[config.mk]
export PLATFORM = sky130hd
export DESIGN_NAME = stream_mux_rr
export DESIGN_NICKNAME = d
export VERILOG_FILES = /design/src/rtl/stream_mux_rr.sv
export SDC_FILE = /design/constraint.sdc
export NUM_CORES = 1
export LEC_CHECK = 0
export ABC_CLOCK_PERIOD_IN_PS = 2100
export CAP_MARGIN = 20
export CORE_MARGIN = 5
export CORE_UTILIZATION = 25
export DETAILED_ROUTE_END_ITERATION = 8
export PLACE_DENSITY_LB_ADDON = 0.05
export SYNTH_ARGS = -nofsm -noshare
export SYNTH_HDL_FRONTEND = slang
export SYNTH_SLANG_ARGS = --single-unit
[constraint.sdc]
create_clock -name clk -period 2.1 [get_ports clk]
set_clock_uncertainty 0.05 [all_clocks]
set_input_delay 0.315 -clock clk [delete_from_list [all_inputs] [get_ports clk]]
set_output_delay 0.315 -clock clk [all_outputs]
set_load 0.02 [all_outputs]
[src/rtl/stream_mux_rr.sv]
// stream_mux_rr: N-channel valid/ready stream multiplexer with round-robin arbitration and a
// single registered output stage. One beat per cycle; drain and reload happen in the same cycle.
//
// Optional feature (macro STREAM_MUX_LAST_LOCK_EN): packet lock. A transfer without in_last
// freezes arbitration on that channel until a transfer carrying in_last completes the packet.
// This adds the in_last_i / out_last_o ports.
//
// Ports:
//   clk          - clock, rising edge
//   rst_n        - asynchronous active-low reset
//   in_data_i    - channel i data at [i*WIDTH +: WIDTH]
//   in_valid_i   - per-channel valid
//   in_ready_o   - per-channel ready (one-hot or zero)
//   in_last_i    - per-channel end-of-packet (lock build only)
//   out_data_o   - registered output data
//   out_valid_o  - registered output valid
//   out_ready_i  - consumer ready
//   out_ch_o     - source channel of the current output beat
//   out_last_o   - registered end-of-packet (lock build only)
module stream_mux_rr #(
  parameter int unsigned N_CH  = 4,
  parameter int unsigned WIDTH = 8,
  localparam int unsigned ChW  = $clog2(N_CH)
) (
  input  logic                  clk,
  input  logic                  rst_n,
  input  logic [N_CH*WIDTH-1:0] in_data_i,
  input  logic [N_CH-1:0]       in_valid_i,
  output logic [N_CH-1:0]       in_ready_o,
`ifdef STREAM_MUX_LAST_LOCK_EN
  input  logic [N_CH-1:0]       in_last_i,
  output logic                  out_last_o,
`endif
  output logic [WIDTH-1:0]      out_data_o,
  output logic                  out_valid_o,
  input  logic                  out_ready_i,
  output logic [ChW-1:0]        out_ch_o
);

  logic [WIDTH-1:0] out_data_q;
  logic             out_valid_q;
  logic [ChW-1:0]   out_ch_q;
  logic [ChW-1:0]   rr_ptr_q;     // last granted channel

  logic             load;
  logic             any_req;
  logic [ChW-1:0]   grant;
  logic [ChW:0]     cand;
  logic [WIDTH-1:0] sel_data;

`ifdef STREAM_MUX_LAST_LOCK_EN
  logic out_last_q;
  logic lock_q;
`endif

  // Output register is empty or being drained this cycle.
  assign load = ~out_valid_q | out_ready_i;

  // Round-robin search starting one past the last grant, wrapping at N_CH-1.
  always_comb begin
    grant   = rr_ptr_q;
    any_req = 1'b0;
    cand    = '0;
    for (int k = 1; k <= int'(N_CH); k++) begin
      cand = {1'b0, rr_ptr_q} + (ChW+1)'(k);
      if (cand >= (ChW+1)'(N_CH)) begin
        cand = cand - (ChW+1)'(N_CH);
      end
      if (!any_req && in_valid_i[cand[ChW-1:0]]) begin
        grant   = cand[ChW-1:0];
        any_req = 1'b1;
      end
    end
`ifdef STREAM_MUX_LAST_LOCK_EN
    // Mid-packet: only the locked channel may transfer.
    if (lock_q) begin
      grant   = rr_ptr_q;
      any_req = in_valid_i[rr_ptr_q];
    end
`endif
  end

  always_comb begin
    in_ready_o = '0;
    // rst_n gating keeps ready low while reset is held even though load is then high.
    if (rst_n && load && any_req) begin
      in_ready_o[grant] = 1'b1;
    end
  end

  assign sel_data = in_data_i[int'(grant)*WIDTH +: WIDTH];

  always_ff @(posedge clk or negedge rst_n) begin
    if (!rst_n) begin
      out_data_q  <= '0;
      out_valid_q <= 1'b0;
      out_ch_q    <= '0;
      rr_ptr_q    <= ChW'(N_CH - 1);
`ifdef STREAM_MUX_LAST_LOCK_EN
      out_last_q  <= 1'b0;
      lock_q      <= 1'b0;
`endif
    end else if (load) begin
      if (any_req) begin
        out_data_q  <= sel_data;
        out_valid_q <= 1'b1;
        out_ch_q    <= grant;
        rr_ptr_q    <= grant;
`ifdef STREAM_MUX_LAST_LOCK_EN
        out_last_q  <= in_last_i[grant];
        lock_q      <= ~in_last_i[grant];
`endif
      end else begin
        out_valid_q <= 1'b0;
      end
    end
  end

  assign out_data_o  = out_data_q;
  assign out_valid_o = out_valid_q;
  assign out_ch_o    = out_ch_q;
`ifdef STREAM_MUX_LAST_LOCK_EN
  assign out_last_o  = out_last_q;
`endif

endmodule

==> reports/qor.yml <==
setup_path:
  reg2reg_depth: 6
  path_max_fanout: 3
  crit_path_end_kind: "primary output"
  reg2reg_to: "out_data_o[6]$_DFFE_PN0P_"
  path_buf_inv: 3
  crit_top_cell: "buf_4"
  critical_path_required_ns: 1.74
  worst-path-stages: 7
  r2r_slack_ns: 0.35
  slowest_delay_ns: 0.45
  cp-start-kind: "input pin"
  critPathKind: "input pin to primary output"
  r2r_start: "rr_ptr_q[0]$_DFFE_PN1P_"
  cp.arrival_ns: 1.69
  crit_family: "buffers and inverters"
  crit_chain: "clkdlybuf4s50_1 -> buf_4 -> o21ai_1 -> o21a_1 -> nand3_1 -> nor2_1 -> buf_4"
  slowest_stage: "clkdlybuf4s50_1"
routing:
  maxUsedRoutingLayer: "met3"
  drtIter0Drc: 44
  wl_per_cell_um: 14.4
  routed_wl_um: 3150
  drc: 0
  viasPerCell: 4.90
  met1_length_um: 1320
  wl_met3_um: 193
  wl_met2_um: 1640
  ant_nets: 0
  vias: 1074
  firstDrtPassIters: 4
synth:
  synthTopCellsByArea: "dfrtp_1, mux2i_1, a211o_1"
  syn_area_um2: 941
  ys_seq_area_share_pct: 34.8
  synth-main-ff-cell: "dfrtp_1"
  synth_top_area_share_pct: 29.3
  synth_cell_types: 23
  syn_area_per_cell_um2: 8.88
  async_reset_ff_share_pct: 100
  synth_edf_count: 0
  synthCells: 106
  ys_ff_latch: 13
  yosysTopAreaCell: "dfrtp_1"
  yosysWarnings: 0
  synth_nets: 145
outcome:
  outcome: "complete, no violations"
finish:
  final_nets: 211
  n_fill_cell: 382
  register_area_um2: 328
  drive_gt1_share_pct: 17.5
  diodes: 0
  final_util_pct: 45.2
  multiInputGateArea_um2: 577
  syn_to_final_growth_pct: 75.9
hold_path:
  hold_class: "input pin to asynchronous set/reset pin"
sta:
  fin_ws_ns: 0.0479
  maxSlewHeadroom_pct: 81.8
  finalSetupViolations: 0
  timing.fmax_mhz: 487
  hold_viol_final: 0
  finalCriticalPeriod_ns: 2.05
  rsz0062_at_grt: "yes"
  worst_pin_slew_ns: 0.270
  finalMaxSlewViolations: 0
  finalCritPeriodShare_pct: 97.7
placement:
  hpwl_um: 2580
  post-place-ws_ns: -0.385
  gp_congestion: 0.813
  portBuffers: 53
clocking:
  clkSlewWorstSetupHoldPaths_ns: 0.05
  cts_root_buf: "clkbuf_8"
  cts_setup_buffers: 0
  insertion_delay_ns: 0.24
  cts_made_buffers: 3
  ctsHoldBuffers: 0
  tritoncts: "built"
  clock_path_buffers: 2
  cts_num_sinks: 13
  htree_num_levels: 1
die:
  dieArea_mm2: 0.00509
  fp-row-count: 22
  die_h_um: 71.4
  core_mm2: 0.00366
  start_util_pct: 25.7
  pin_count: 54
  die_w_um: 71.4
global_routing:
  grt_max_degree: 28
  grt_pass1_wl_um: 4940
  grt_antenna_before_repair: 0
  grt_pass1_vias: 1122
  grt_overflow: 0
  grt_use_total_pct: 12.2
job:
  max_cap_violations: 0
power_and_ir_drop:
  p_leak_nw: 0.695
  p_total_mw: 1.45
  pwr_density_cell_mw_per_mm2: 876
  vdd_drop_max_mv: 0.418
-- worst register-to-register path, delay by kind of cell (launching register included) --
kind                   cells  cell delay, ns
flip-flops                 1            0.55
AND/OR/NAND/NOR            1            0.06
AO/OA/AOI/OAI              4            0.80
buffers and inverters      1            0.18
-- worst max path at each step --
stage                                       start            end  slack [ns]
after floorplan           rr_ptr_q[0]$_DFFE_PN1P_  in_ready_o[2]        0.14
after global placement              in_valid_i[3]  in_ready_o[3]       -0.33
after detailed placement            in_valid_i[3]  in_ready_o[2]       -0.38
after CTS                           in_valid_i[3]  in_ready_o[1]       0.007
after global routing                in_valid_i[3]  in_ready_o[0]       -0.04
final                               in_valid_i[3]  in_ready_o[0]        0.05
-- cells in the mapped netlist (2+ instances only) --
master,instances
nand3_1,4
dfstp_2,2
nand2_1,11
mux2i_1,8
nand2b_1,3
a21oi_1,2
o21ai_1,4
buf_6,2
a211o_1,8
dfrtp_1,11
clkbuf_1,5
nand4_1,8
o311ai_1,8
a21o_1,3
o21a_1,2
o31ai_1,8
nor2b_1,2
nor2_1,10
-- cells in the final DEF, fill, tap and decap left out, types with 2 or more instances in the layout --
cell and count:
a21o_1 3, nand3_1 4, clkbuf_8 3, o21ai_1 2, dfstp_2 2, nand2_1 11, o311ai_1 8, clkdlybuf4s50_1 49
nor2_1 10, a21oi_1 2, buf_4 16, nand2b_1 3, mux2i_1 8, a211o_1 8, o21a_1 2, buf_2 3
nand4_1 8, o21ai_2 2, o31ai_1 8, dfrtp_1 11
-- registers in the layout (all words and copies together) (netlist names) --
name / count
out_ch_o: 2
rr_ptr_q: 2
out_valid_o: 1
out_data_o: 8
-- through the flow --
stage                     instance area [um2]  TNS [ns]  hold WS [ns]  std cells
after global routing                     1660   -0.0580         0.206        219
after CTS                                1650         0         0.205        219
after detailed placement                 1620     -1.62         0.432        215
after floorplan                           941         0       -0.0306        106
after global placement                   1620     -1.31         0.422        215
final                                    1660         0         0.208        219
-- cells by family (layout without fill, tap and decap cells) --
family,count (synthesis),in the layout,share of synthesized area (%)
compound gates,37,37,30.2
mux,8,8,8.51
simple gates,40,40,21.5
buf+inv,8,73,4.92
flops,13,13,34.8
-- routing by layer --
metal  vias up  track usage [%]
met1       503             13.8
met5         -                0
li1        541                -
met3         0             4.07
met2        30             22.7
met4         0             1.25
-- area by class of cell --
class	count	share of cell area, %
Clock buffer	4	2.72
Multi-Input combinational cell	85	34.8
Sequential cell	13	19.8
Tap cell	48	3.63
Timing Repair Buffer	69	39.0
-- where the power goes --
group / internal (mW) / switching [mW] / leakage (nW) / total [mW]
Clock: 0.134 / 0.0830 / 0.0228 / 0.217
Combinational: 0.424 / 0.403 / 0.520 / 0.827
Sequential: 0.346 / 0.0605 / 0.152 / 0.406
Total: 0.903 / 0.547 / 0.695 / 1.45
-- what timing repair did --
item,in CTS,in global routing
cloned,0,0
pin swaps,1,2
resized for setup,16,4
setup endpoints to repair,4,4
(Power assumes the default switching activity.)
